$ cat src/rtl/wb_arbiter.sv
// wb_arbiter: merges the ALU result channel and the load result channel onto
// the single register-bank write port. Each channel is buffered by a 2-entry
// FIFO; one head is written per cycle, round-robin under contention.
// Widths come from `WIDTH (data) and `REG_SEL (register select), normally
// supplied by defines.vh; fallback values are provided so the file stands alone.
// Optional feature: define WB_ARBITER_BYPASS_EN to let a transfer that arrives
// at an empty FIFO and wins arbitration go straight to the write port
// (latency 1 instead of 2). Arbitration order is the same either way.

`ifndef WIDTH
`define WIDTH 32
`endif
`ifndef REG_SEL
`define REG_SEL 5
`endif

// Two-entry FIFO of {addr, data}. Push while full is legal only together with
// a pop; the write then lands in the slot being read out this cycle.
module wb_arbiter_fifo #(
  parameter int AW = 5,
  parameter int DW = 32
) (
  input  logic          clk,
  input  logic          reset,
  input  logic          push_i,
  input  logic          pop_i,
  input  logic [AW-1:0] addr_i,
  input  logic [DW-1:0] data_i,
  output logic          full_o,
  output logic          empty_o,
  output logic [AW-1:0] head_addr_o,
  output logic [DW-1:0] head_data_o
);
  logic [AW-1:0] addr_q [2];
  logic [DW-1:0] data_q [2];
  logic          wr_ptr_q, wr_ptr_d;
  logic          rd_ptr_q, rd_ptr_d;
  logic [1:0]    cnt_q, cnt_d;

  // Next pointers and occupancy; simultaneous push and pop keeps the count
  always_comb begin
    wr_ptr_d = wr_ptr_q;
    rd_ptr_d = rd_ptr_q;
    cnt_d    = cnt_q;
    if (push_i) wr_ptr_d = ~wr_ptr_q;
    if (pop_i)  rd_ptr_d = ~rd_ptr_q;
    if (push_i && !pop_i)      cnt_d = cnt_q + 2'd1;
    else if (!push_i && pop_i) cnt_d = cnt_q - 2'd1;
  end

  // Entry storage; contents are meaningless while empty, so no reset
  always_ff @(posedge clk) begin
    if (push_i) begin
      addr_q[wr_ptr_q] <= addr_i;
      data_q[wr_ptr_q] <= data_i;
    end
  end

  // Pointer and occupancy registers; reset empties the FIFO
  always_ff @(posedge clk) begin
    if (reset) begin
      wr_ptr_q <= 1'b0;
      rd_ptr_q <= 1'b0;
      cnt_q    <= 2'd0;
    end else begin
      wr_ptr_q <= wr_ptr_d;
      rd_ptr_q <= rd_ptr_d;
      cnt_q    <= cnt_d;
    end
  end

  assign full_o      = (cnt_q == 2'd2);
  assign empty_o     = (cnt_q == 2'd0);
  assign head_addr_o = addr_q[rd_ptr_q];
  assign head_data_o = data_q[rd_ptr_q];
endmodule

module wb_arbiter (
  input  logic                clk,
  input  logic                reset,
  input  logic                alu_valid,
  output logic                alu_ready,
  input  logic [`REG_SEL-1:0] alu_addr,
  input  logic [`WIDTH-1:0]   alu_data,
  input  logic                mem_valid,
  output logic                mem_ready,
  input  logic [`REG_SEL-1:0] mem_addr,
  input  logic [`WIDTH-1:0]   mem_data,
  output logic                write_enable,
  output logic [`REG_SEL-1:0] addr_z,
  output logic [`WIDTH-1:0]   data_z
);
  localparam int AW = `REG_SEL;
  localparam int DW = `WIDTH;

  typedef enum logic {GNT_ALU = 1'b0, GNT_MEM = 1'b1} grant_e;

  grant_e        last_q;
  logic          we_q;
  logic [AW-1:0] addr_z_q;
  logic [DW-1:0] data_z_q;

  logic          alu_full, alu_empty, mem_full, mem_empty;
  logic [AW-1:0] alu_head_addr, mem_head_addr;
  logic [DW-1:0] alu_head_data, mem_head_data;
  logic          alu_cand, mem_cand;
  logic          alu_gnt, mem_gnt;
  logic          alu_pop, mem_pop;
  logic          alu_byp, mem_byp;
  logic          alu_push, mem_push;
  logic          wr_en_d;
  logic [AW-1:0] wr_addr_d;
  logic [DW-1:0] wr_data_d;

  // Ready is simply "not full", forced low during reset.
  assign alu_ready = ~reset & ~alu_full;
  assign mem_ready = ~reset & ~mem_full;

`ifdef WB_ARBITER_BYPASS_EN
  // An incoming transfer competes as if it were already at the head.
  assign alu_cand = ~alu_empty | (alu_valid & alu_ready);
  assign mem_cand = ~mem_empty | (mem_valid & mem_ready);
`else
  assign alu_cand = ~alu_empty;
  assign mem_cand = ~mem_empty;
`endif

  // Round-robin grant, pop/bypass decode and write-port source selection
  always_comb begin
    alu_gnt = 1'b0;
    mem_gnt = 1'b0;
    if (alu_cand && mem_cand) begin
      mem_gnt = (last_q == GNT_ALU);
      alu_gnt = (last_q == GNT_MEM);
    end else begin
      alu_gnt = alu_cand;
      mem_gnt = mem_cand;
    end

    alu_pop = alu_gnt & ~alu_empty;
    mem_pop = mem_gnt & ~mem_empty;
    alu_byp = alu_gnt & alu_empty;
    mem_byp = mem_gnt & mem_empty;

    // A full FIFO still takes a new entry when its head leaves this cycle.
    alu_push = alu_valid & ~reset & (~alu_full | alu_pop) & ~alu_byp;
    mem_push = mem_valid & ~reset & (~mem_full | mem_pop) & ~mem_byp;

    wr_en_d   = alu_gnt | mem_gnt;
    wr_addr_d = addr_z_q;
    wr_data_d = data_z_q;
    if (mem_gnt) begin
      wr_addr_d = mem_byp ? mem_addr : mem_head_addr;
      wr_data_d = mem_byp ? mem_data : mem_head_data;
    end else if (alu_gnt) begin
      wr_addr_d = alu_byp ? alu_addr : alu_head_addr;
      wr_data_d = alu_byp ? alu_data : alu_head_data;
    end
  end

  wb_arbiter_fifo #(.AW(AW), .DW(DW)) u_alu_fifo (
    .clk         (clk),
    .reset       (reset),
    .push_i      (alu_push),
    .pop_i       (alu_pop),
    .addr_i      (alu_addr),
    .data_i      (alu_data),
    .full_o      (alu_full),
    .empty_o     (alu_empty),
    .head_addr_o (alu_head_addr),
    .head_data_o (alu_head_data)
  );

  wb_arbiter_fifo #(.AW(AW), .DW(DW)) u_mem_fifo (
    .clk         (clk),
    .reset       (reset),
    .push_i      (mem_push),
    .pop_i       (mem_pop),
    .addr_i      (mem_addr),
    .data_i      (mem_data),
    .full_o      (mem_full),
    .empty_o     (mem_empty),
    .head_addr_o (mem_head_addr),
    .head_data_o (mem_head_data)
  );

  // Registered write port and last-grant memory; address/data hold when idle
  always_ff @(posedge clk) begin
    if (reset) begin
      we_q     <= 1'b0;
      addr_z_q <= '0;
      data_z_q <= '0;
      last_q   <= GNT_ALU;
    end else begin
      we_q <= wr_en_d;
      if (wr_en_d) begin
        addr_z_q <= wr_addr_d;
        data_z_q <= wr_data_d;
        last_q   <= mem_gnt ? GNT_MEM : GNT_ALU;
      end
    end
  end

  assign write_enable = we_q;
  assign addr_z       = addr_z_q;
  assign data_z       = data_z_q;
endmodule
$ cat config.mk
export PLATFORM = sky130hd
export DESIGN_NAME = wb_arbiter
export DESIGN_NICKNAME = d
export VERILOG_FILES = /design/src/rtl/wb_arbiter.sv
export SDC_FILE = /design/constraint.sdc
export NUM_CORES = 1
export LEC_CHECK = 0
export CAP_MARGIN = 20
export CORE_MARGIN = 5
export CORE_UTILIZATION = 40
export CTS_BUF_LIST = sky130_fd_sc_hd__clkbuf_16
export CTS_CLUSTER_DIAMETER = 120
export DETAILED_ROUTE_END_ITERATION = 10
export GPL_ROUTABILITY_DRIVEN = 0
export PLACE_DENSITY_LB_ADDON = 0.12
export SLEW_MARGIN = 20
export SYNTH_ARGS = -nofsm -noshare
export SYNTH_HDL_FRONTEND = slang
export SYNTH_SLANG_ARGS = --single-unit
export TNS_END_PERCENT = 20
$ cat constraint.sdc
create_clock -name clk -period 11.5 [get_ports clk]
set_input_delay 3.45 -clock clk [delete_from_list [all_inputs] [get_ports clk]]
set_output_delay 3.45 -clock clk [all_outputs]
set_load 0.05 [all_outputs]
; Word-level counts from Yosys, hierarchy flattened
; Memory sizes are Yosys's and may differ from the RTL's. A register that Yosys moved wholly into a read port is not among the register bits.
; Index checks and enable logic that the tools add are counted.
[op_classes]
addsub = 4
n_eq_ne = 2
muxes = 27
bitwise_logic = 27
reduce_logical = 15
[ops]
columns = operator, n
row1 = $mux 32, 4
row2 = $mux 5, 4
row3 = $mux 1, 15
row4 = $and 1x1->1, 12
row5 = $not 1->1, 12
row6 = $mux 2, 4
row7 = $reduce_bool 2->1, 3
row8 = $logic_and 1x1->1, 5
row9 = $add 2x1->2 const B, 2
row10 = $eq 2x2->1 const B, 2
row11 = $logic_not 1->1, 4
row12 = $logic_not 2->1, 2
row13 = $sub 2x1->2 const B, 2
row14 = $or 1x1->1, 3
row15 = $reduce_and 2->1, 1
[totals]
ff_bits = 47
mem_bits_rw = 148
inputBits = 78
output_inout_bits = 40
wordCells = 89
mem_count = 4
[memory_table]
columns = memory, words, word_bits, read_ports, rd_clocked_by_memory_dff, wr, line_no
row1 = u_alu_fifo.data_q, 2, 32, 1, 1, 1, 35  ; logic [DW-1:0] data_q [2];
row2 = u_mem_fifo.data_q, 2, 32, 1, 1, 1, 35
row3 = u_alu_fifo.addr_q, 2, 5, 1, 1, 1, 34  ; logic [AW-1:0] addr_q [2];
row4 = u_mem_fifo.addr_q, 2, 5, 1, 1, 1, 34

; Longest topological paths before layout
; Gate-level depths: netlist of run 1.
[depth]
word_depth = 12
depth_mapped = 8
depth_no_buf = 7

; Modules after synthesis
; A second synthesis of run 1 with hierarchy kept.
[hier_totals]
hier_cells = 414
hier_area_um2 = 7379.6
[by_module_without_submodules]
columns = mod, instances, cells_each, area_each_um2, seq_area_each_um2
row1 = wb_arbiter_fifo, 2, 137, 2885.3, 2322.2
row2 = wb_arbiter, 1, 140, 1609.0, 780.7

; Worst setup path after synthesis of run 1
; Ideal clock, no wire load.
[synth_timing]
path_type = input-to-output
startpoint = in reset
endpoint = out alu_ready
t_arrival_ps = 4656
t_required_ps = 8050
setup_slack_ps = 3394
path_stages = 3
path_buffers = 2
cell_sequence = clkbuf_1 -> clkbuf_1 -> a21oi_1
[synth_via]
elab_chain_cells = 2
[synth_lines]
columns = element, line_no
row1 = from (decl), 80  ; input logic reset,
row2 = $not 1->1, 116  ; assign alu_ready = ~reset & ~alu_full;
row3 = $and 1x1->1, 116
row4 = to (decl), 82  ; output logic alu_ready,
; No other way between the ends.

; Worst setup path in the final report of run 1
; Same ends and word-level chain as after synthesis.

==> impl_metrics.csv, run 1 <==
group,metric,value,unit
cts,cts_tree,"built",
synth,synth_top_cell_area_share,60.62,%
setup_path,max_stage_delay,830,ps
finish,stdcell_area,9275,sq um
timing,report.final.slew_viol_count,0,
placement,dp_hpwl,9513,um
power_and_ir_drop,peakVddDrop,0.0001290,V
cts,clockBufferDepth,2,
setup_path,worstReg2RegEnd,"u_mem_fifo.cnt_q[1]",
timing,tightest_slew,1070,ps
die,fp.dieH,145.4,um
detailed_routing,drc,0,
die,io_pins,118,
die,start_util,40.67,%
power_and_ir_drop,clkPwrFrac,22.3,%
synth,synth_compound_area_share,7.117,%
die,die_w,145.4,um
detailed_routing,post_drt_wl_per_cell,19.16,um
detailed_routing,wl,15710,um
worst_hold_path,hp-class,"flop to flop",
timing,tns,0,ps
setup_path,endpoint,"alu_ready",
synth,synth_area_per_cell,15.94,sq um
power_and_ir_drop,seq_power_share,39.3,%
detailed_routing,drtPass1Iterations,4,
placement,io_buffers,117,
synth,yosys.area.top_type,"edfxtp_1",
timing,setup_violations,0,
finish,drive_above_1_share,11.68,%
timing,hold_viol,0,
finish,layout.cells.non_filler,820,
timing,fin_crit_sh,75.09,%
job,max_cap_violations,0,
synth,yosys_register_bits,197,
timing,skew,9.062,ps
synth,synth_fp_nets,540,
global_route,grt_max_degree,38,
setup_path,startpoint,"reset",
synth,synthSimpleGateAreaFrac,4.967,%
power_and_ir_drop,cell_internal_pwr,1.532,mW
synth,synthMuxAreaShare,10.39,%
die,core,18020,sq um
setup_path,slowest_stage,"clkdlybuf4s50_1",
power_and_ir_drop,swShare,37.44,%
setup_path,r2r-start,"u_alu_fifo.cnt_q[1]",
setup_path,crit_path_start_kind,"input pin",
synth,synthAdderAreaFrac,0.3414,%
synth,synth_area_leaders,"edfxtp_1 (61%), dfxtp_1 (13%), mux2i_1 (7.8%), a32o_1 (2.7%), mux2_2 (2.6%)",
setup_path,path_common_cell,"clkdlybuf4s50_1",
timing,min_period,8636,ps
power_and_ir_drop,switching_power,917.0,uW
synth,synth_top_family_by_area,"multiplexers",
setup_path,rr_worst_depth,7,
finish,fill_cells,1532,
timing,holdWs,472.7,ps
detailed_routing,vias,4133,
global_route,antenna_found_initial,0,
finish,area_growth_syn_to_layout,26.52,%
worst_hold_path,min_from,"addr_z[2]",
die,rows,49,
synth,netlist_instances,460,
synth,ys_types,33,
setup_path,critical_path.cell_chain,"clkdlybuf4s50_1 > a21oi_1 > clkdlybuf4s50_1",
finish,n_antenna_cell,0,
power_and_ir_drop,power_density,264.1,nW/um^2
synth,ys_warn_count,0,
power_and_ir_drop,p_leak,3.102,nW
cts,cts_buffers,17,
global_route,grt_pass1_vias,4435,
timing,rsz0062_at_grt,"no",
setup_path,rrSetupSlack,8950,ps
cts,ctsHoldBuffers,0,
finish,final_common_cell,"edfxtp_1",
status,status,"finished clean",
cts,clkLatencyLatePin,430,ps
placement,placed_cell_area,8736,sq um
cts,cts_setup_buffers,0,
cts,clk_pin_slew,60,ps
setup_path,worstPathMaxFanout,10,
placement,post-place-cells,789,
synth,netlist_area,7331,sq um
setup_path,required,8050,ps
cts,cts_max_level,4,
cts,cts-root-buf,"clkbuf_16",
synth,yosys.area_share.xor_xnor,0.9558,%
detailed_routing,antenna_left,0,
detailed_routing,viasPerCell,5.040,
finish,seq_area,5428,sq um
synth,ys_seq_area_share,74.01,%
timing,slew_headroom,28.52,%
power_and_ir_drop,p_comb_share,38.5,%
finish,multi_input_area,1757,sq um
global_route,overflow,0,
cts,cts-resized-gates,0,
global_route,grt_pass1_wl,24600,um
finish,layout_common_cells,"edfxtp_1 (148), clkdlybuf4s50_1 (117), mux2i_1 (57), dfxtp_1 (47), nand2_1 (41)",
global_route,grt.total_usage,14.99,%
setup_path,cp-end-kind,"primary output",
cts,cts_num_sinks,197,
timing,fmaxAchievable,0.1158,GHz
detailed_routing,drtIter0Drc,201,
die,dieArea,21130,sq um
setup_path,path_class,"input pin to primary output",
setup_path,crit_arrival,5190,ps
finish,layout.nets,659,
sequential cells by signal, summed over array words and instances, names as in the netlist, named ones only:
register             count
u_alu_fifo.data_q       64
u_mem_fifo.data_q       64
data_z                  32
u_alu_fifo.addr_q       10
u_mem_fifo.addr_q       10
addr_z                   5
u_alu_fifo.cnt_q         2
u_mem_fifo.cnt_q         2
last_q                   1
u_alu_fifo.rd_ptr_q      1
u_alu_fifo.wr_ptr_q      1
u_mem_fifo.rd_ptr_q      1
u_mem_fifo.wr_ptr_q      1
write_enable             1
power by group through the flow:
| stage | sequential [mW] | combinational (mW) | clock (mW) |
|---|---|---|---|
| after CTS | 0.964 | 0.960 | 0.557 |
| after global routing | 0.976 | 1.01 | 0.583 |
| after detailed placement | 0.979 | 0.955 | 0 |
| after floorplan | 1.18 | 0.450 | 0 |
| final | 0.962 | 0.942 | 0.546 |
| after global placement | 0.976 | 0.936 | 0 |
cells by family after synthesis:
kind of cell | after synthesis
AO/OA/AOI/OAI | 65
XOR/XNOR | 8
adder cells (fa/ha/maj) | 2
buffers and inverters | 30
flip-flops | 197
multiplexers | 74
AND/OR/NAND/NOR | 84
per-stage QoR:
step                utilization [%]  worst slack (ps)  total power [mW]
global route                  51.46              2752             2.567
finish                        51.46              2864             2.449
CTS                           51.45              2854             2.481
floorplan                         -              3394             1.634
global placement              48.35              2869             1.912
detailed placement            48.47              2861             1.934
cells in the mapped netlist:
master and number:
buf_6 2, a21oi_1 4, ha_1 2, a32o_1 20, edfxtp_1 148, mux2i_1 57, a31o_2 1, o21ai_1 1
xor2_1 6, dfxtp_1 49, nand3_1 1, o21a_1 1, mux2_2 17, nor2_4 3, and2_1 2, nor2b_1 1
o22ai_1 17, o21ba_2 1, nand2b_1 1, buf_2 16, clkbuf_1 4, nor3_1 4, xnor2_1 2, inv_2 1
nand2_1 41, nor2_1 27, o21ai_0 3, inv_1 3, o2bb2ai_1 16, nor2_2 2, or3_1 2, a21oi_2 1
buf_4 4
final cells by class:
cell class / count / area share, %
Sequential cell: 197 / 58.52
Tap cell: 229 / 3.089
Multi-Input combinational cell: 233 / 18.94
Clock inverter: 14 / 1.214
Clock buffer: 17 / 4.587
Inverter: 4 / 0.1619
Timing Repair Buffer: 126 / 13.49
critical path: cells and delay by family:
| kind | cells | cell delay, ps |
|---|---|---|
| buffers and inverters | 2 | 1490 |
| AO/OA/AOI/OAI | 1 | 240 |
routing by layer:
layer	GRT usage [%]	vias up	share of wire, %
met1	19.08	2020	45
met2	25.14	112	49
met5	0	-	0
met3	3.270	19	4.6
li1	-	1982	-
met4	5.784	0	1.7
worst min-delay path by stage:
| stage | to | depth (start not counted) | slack (ps) |
|---|---|---|---|
| floorplan | flop | 2 | 480 |
| global placement | data_z[25] | 1 | 440 |
| detailed placement | addr_z[2] | 1 | 450 |
| CTS | addr_z[2] | 1 | 470 |
| global route | addr_z[2] | 1 | 490 |
| finish | addr_z[2] | 1 | 470 |
Power figures use the tool's default switching activity.
==> inputs of run 2 (changes only) <==
clock period = 8.8 ns   (was 11.5 ns; I/O delays follow)
==> run 2 against run 1 <==
Clock power increased by 41%. Routed wire length is 1.8% higher. Via count up 1.3%. Critical path type unchanged. Clock skew increased by 3.5 ps. Sequential share of layout area decreased by 0.31 points. First-iteration DRC count increased by 19%. Final cell count did not move.
==> impl_metrics.csv, run 2 (synthesis results as in run 1) <==
group,metric,value,unit
timing,tns,0,ps
global_route,grt_busiest_layer,"met2",
detailed_routing,wl,16000,um
cts,cts_setup_buffers,0,
power_and_ir_drop,clkPwrFrac,23.6,%
cts,clkLatencyLatePin,430,ps
setup_path,worstReg2RegEnd,"u_mem_fifo.cnt_q[1]",
die,start_util,40.67,%
placement,dp_hpwl,9612,um
setup_path,critical_path.cell_chain,"clkdlybuf4s50_1 > nor2b_1 > clkdlybuf4s50_1",
setup_path,slowest_stage,"clkdlybuf4s50_1",
die,core,18020,sq um
timing,rsz0062_at_grt,"no",
die,io_pins,118,
global_route,grt_pass1_vias,4508,
power_and_ir_drop,cell_internal_pwr,2.063,mW
global_route,grt_util_met3,4.329,%
setup_path,path_class,"input pin to primary output",
finish,drive_above_1_share,11.51,%
timing,holdWs,468.7,ps
worst_hold_path,hp-class,"flop to flop",
cts,cts_num_sinks,197,
power_and_ir_drop,total_power,3.261,mW
die,dieArea,21130,sq um
finish,area_growth_syn_to_layout,27.21,%
detailed_routing,viasPerCell,5.105,
finish,finish.utilization,51.74,%
setup_path,max_stage_delay,850,ps
detailed_routing,vias,4186,
setup_path,crit_path_start_kind,"input pin",
status,status,"finished clean",
finish,multi_input_area,1757,sq um
detailed_routing,post_drt_wl_per_cell,19.51,um
cts,cts_buffers,17,
cts,clk_pin_slew,70,ps
setup_path,rr_worst_depth,7,
finish,layout.nets,658,
power_and_ir_drop,p_comb_share,37.8,%
detailed_routing,antenna_left,0,
detailed_routing,drc,0,
cts,cts_max_level,4,
power_and_ir_drop,power_density,349.7,nW/um^2
placement,io_buffers,117,
die,rows,49,
die,fp.dieH,145.4,um
global_route,grt.total_usage,15.15,%
detailed_routing,drtIter0Drc,240,
timing,fmaxAchievable,0.1403,GHz
cts,cts_tree,"built",
global_route,overflow,0,
detailed_routing,drtPass1Iterations,4,
global_route,antenna_found_initial,0,
die,die_w,145.4,um
global_route,grt_max_degree,38,
worst_hold_path,min_from,"data_z[24]",
timing,hold_viol,0,
job,max_cap_violations,0,
finish,layout.cells.non_filler,820,
global_route,grtUsageMet2,25.46,%
power_and_ir_drop,swShare,36.74,%
worst_hold_path,whs_path_depth,1,
finish,fill_cells,1530,
power_and_ir_drop,p_leak,3.126,nW
setup_path,crit_arrival,4490,ps
finish,layout_common_cells,"edfxtp_1 (148), clkdlybuf4s50_1 (117), mux2i_1 (57), dfxtp_1 (47), nand2_1 (41)",
setup_path,crit_family,"buffers and inverters",
setup_path,rrSetupSlack,5690,ps
cts,cts-root-buf,"clkbuf_16",
timing,fin_crit_sh,81.00,%
finish,seq_area,5428,sq um
power_and_ir_drop,peakVddDrop,0.0002045,V
timing,setup_violations,0,
finish,final_common_cell,"edfxtp_1",
setup_path,required,6160,ps
global_route,met1_usage,19.27,%
cts,clockBufferDepth,2,
timing,report.final.slew_viol_count,0,
cts,ctsHoldBuffers,0,
power_and_ir_drop,switching_power,1.198,mW
setup_path,worstPathMaxFanout,12,
timing,skew,12.60,ps
global_route,grt_pass1_wl,24810,um
cts,cts-resized-gates,0,
timing,tightest_slew,1062,ps
timing,min_period,7128,ps
placement,post-place-cells,788,
setup_path,critPathBufInv,2,
setup_path,cp-end-kind,"primary output",
worst_hold_path,min_to,"data_z[24]",
power_and_ir_drop,seq_power_share,38.6,%
setup_path,r2r-start,"u_mem_fifo.cnt_q[0]",
finish,n_antenna_cell,0,
setup_path,path_common_cell,"clkdlybuf4s50_1",
timing,slew_headroom,29.06,%
[run 2: worst max-delay path by stage]
| stage | slack [ps] | from | cells past startpoint | to |
|---|---|---|---|---|
| finish | 1670 | reset | 3 | mem_ready |
| global route | 1640 | reset | 3 | mem_ready |
| CTS | 1660 | reset | 3 | mem_ready |
| detailed placement | 1650 | reset | 3 | mem_ready |
| global placement | 1610 | reset | 3 | mem_ready |
| floorplan | 2310 | reset | 3 | alu_ready |
[run 2: area by class of cell]
type / count / share of cell area, %
clock buffer: 17 / 4.562
clock inverter: 15 / 1.744
inverter: 4 / 0.1610
multi-input combinational: 233 / 18.84
sequential: 197 / 58.20
tap: 229 / 3.073
timing repair buffer: 125 / 13.42
[run 2: power groups by stage]
stage | registers, mW | logic, mW | clock network (mW)
after floorplan | 1.55 | 0.589 | 0
after global routing | 1.28 | 1.32 | 0.831
after global placement | 1.28 | 1.22 | 0
after CTS | 1.26 | 1.25 | 0.784
final | 1.26 | 1.23 | 0.769
after detailed placement | 1.28 | 1.25 | 0
[run 2: metal layers]
layer | up-vias | wire length (um)
met5 | - | 0
met4 | 0 | 167
met3 | 14 | 646
met2 | 90 | 8033
met1 | 2089 | 7147
li1 | 1993 | -
[run 2: per-stage QoR]
stage               setup slack (ps)  cell area (sq um)
finish                          1672               9325
global route                    1645               9325
CTS                             1656               9324
detailed placement              1653               8736
global placement                1612               8708
floorplan                       2314               7331
==> inputs of run 3 (changes only) <==
clock period = 7.1 ns   (was 8.8 ns; I/O delays follow)
==> run 3 against run 2 <==
Critical path depth unchanged. Routed wire length shrank 2.9%. Worst setup slack got worse by 370 ps. Non-clock buffer count is 1 higher.
==> impl_metrics.csv, run 3 (synthesis results as in run 1) <==
group,metric,value,unit
status,status,"finished clean",
power_and_ir_drop,p_leak,3.125,nW
timing,fin_crit_sh,81.67,%
power_and_ir_drop,seq_power_share,39.3,%
finish,fill_cells,1532,
setup_path,crit_path_start_kind,"input pin",
setup_path,crit_arrival,3670,ps
global_route,grt_pass1_wl,24310,um
timing,postLayoutSetupSlackWorst,1302,ps
setup_path,cp-end-kind,"primary output",
cts,cts_max_level,4,
setup_path,rrSetupSlack,4210,ps
finish,area_growth_syn_to_layout,26.83,%
timing,tns,0,ps
setup_path,worstPathMaxFanout,3,
die,start_util,40.67,%
global_route,grt_pass1_vias,4273,
power_and_ir_drop,swShare,37.35,%
cts,cts_num_sinks,197,
finish,multi_input_area,1755,sq um
power_and_ir_drop,peakVddDrop,0.0002150,V
detailed_routing,wl,15530,um
cts,cts-resized-gates,0,
timing,slew_headroom,24.83,%
cts,cts_setup_buffers,0,
job,max_cap_violations,0,
cts,ctsHoldBuffers,0,
finish,n_antenna_cell,0,
detailed_routing,drc,0,
timing,fmaxAchievable,0.1725,GHz
timing,rsz0062_at_grt,"no",
finish,layout_common_cells,"edfxtp_1 (148), clkdlybuf4s50_1 (117), mux2i_1 (57), dfxtp_1 (47), nand2_1 (41)",
detailed_routing,viasPerCell,5.001,
die,dieArea,21130,sq um
power_and_ir_drop,power_density,426.9,nW/um^2
timing,skew,7.649,ps
cts,cts_tree,"built",
cts,cts-root-buf,"clkbuf_16",
die,rows,49,
finish,seq_area,5428,sq um
power_and_ir_drop,switching_power,1.483,mW
detailed_routing,antenna_left,0,
timing,tightest_slew,1125,ps
setup_path,required,4970,ps
worst_hold_path,hp-class,"flop to flop",
die,die_w,145.4,um
detailed_routing,drtPass1Iterations,4,
die,fp.dieH,145.4,um
cts,clockBufferDepth,2,
cts,clkLatencyLatePin,420,ps
global_route,grt.total_usage,14.79,%
cts,cts_buffers,17,
global_route,overflow,0,
timing,holdWs,467.9,ps
power_and_ir_drop,p_comb_share,38.4,%
setup_path,path_class,"input pin to primary output",
placement,post-place-ws,1268,ps
timing,hold_viol,0,
detailed_routing,drtIter0Drc,257,
cts,clk_pin_slew,60,ps
die,core,18020,sq um
die,io_pins,118,
global_route,antenna_found_initial,0,
detailed_routing,vias,4106,
power_and_ir_drop,total_power,3.970,mW
detailed_routing,post_drt_wl_per_cell,18.91,um
finish,drive_above_1_share,11.66,%
finish,layout.nets,659,
timing,report.final.slew_viol_count,0,
global_route,grt_max_degree,38,
placement,dp_hpwl,9476,um
finish,final_common_cell,"edfxtp_1",
power_and_ir_drop,cell_internal_pwr,2.487,mW
timing,min_period,5798,ps
placement,io_buffers,117,
power_and_ir_drop,clkPwrFrac,22.3,%
timing,setup_violations,0,
-- run 3: final cells by class --
type,count,area share (%)
flip-flops and latches,197,58.38
multi-input cells,233,18.88
repair buffers,126,13.67
clock buffers,17,4.575
well taps,229,3.082
clock inverters,15,1.252
inverters,4,0.1615
-- run 3: metal layers --
layer / GRT usage [%] / wire, um / vias up
met4: 4.618 / 184 / 0
met1: 19.86 / 7173 / 2015
met2: 23.87 / 7563 / 85
met3: 3.613 / 603 / 14
met5: 0 / 0 / -
li1: - / - / 1992
-- run 3: path summary, 6_finish.rpt --
kind                                     startpoint                  end  cells past startpoint
worst max-delay path                          reset            mem_ready                      3
worst min-delay path                     data_z[21]           data_z[21]                      1
worst min register to register           data_z[21]           data_z[21]                      1
worst max register to register  u_mem_fifo.cnt_q[0]  u_mem_fifo.cnt_q[1]                      6
-- run 3: worst max-delay path, stage by stage --
cell,delay [ps]
clkdlybuf4s50_1,490
nor2b_1,200
clkdlybuf4s50_1,840
-- run 3: per-stage QoR --
| step | utilization, % | instance area (sq um) | cells |
|---|---|---|---|
| 3_3_place_gp | 48.31 | 8708 | 787 |
| 5_1_grt | 51.58 | 9298 | 821 |
| 2_1_floorplan | - | 7331 | 460 |
| 3_5_place_dp | 48.47 | 8736 | 788 |
| 6_report | 51.58 | 9298 | 821 |
| 4_1_cts | 51.47 | 9278 | 820 |
-- run 3: power groups by stage --
stage / logic [mW] / registers, mW / clock network [mW]
final: 1.52 / 1.56 / 0.885
after global routing: 1.63 / 1.58 / 0.965
after CTS: 1.55 / 1.56 / 0.904
after detailed placement: 1.55 / 1.59 / 0
after global placement: 1.50 / 1.58 / 0
after floorplan: 0.730 / 1.92 / 0
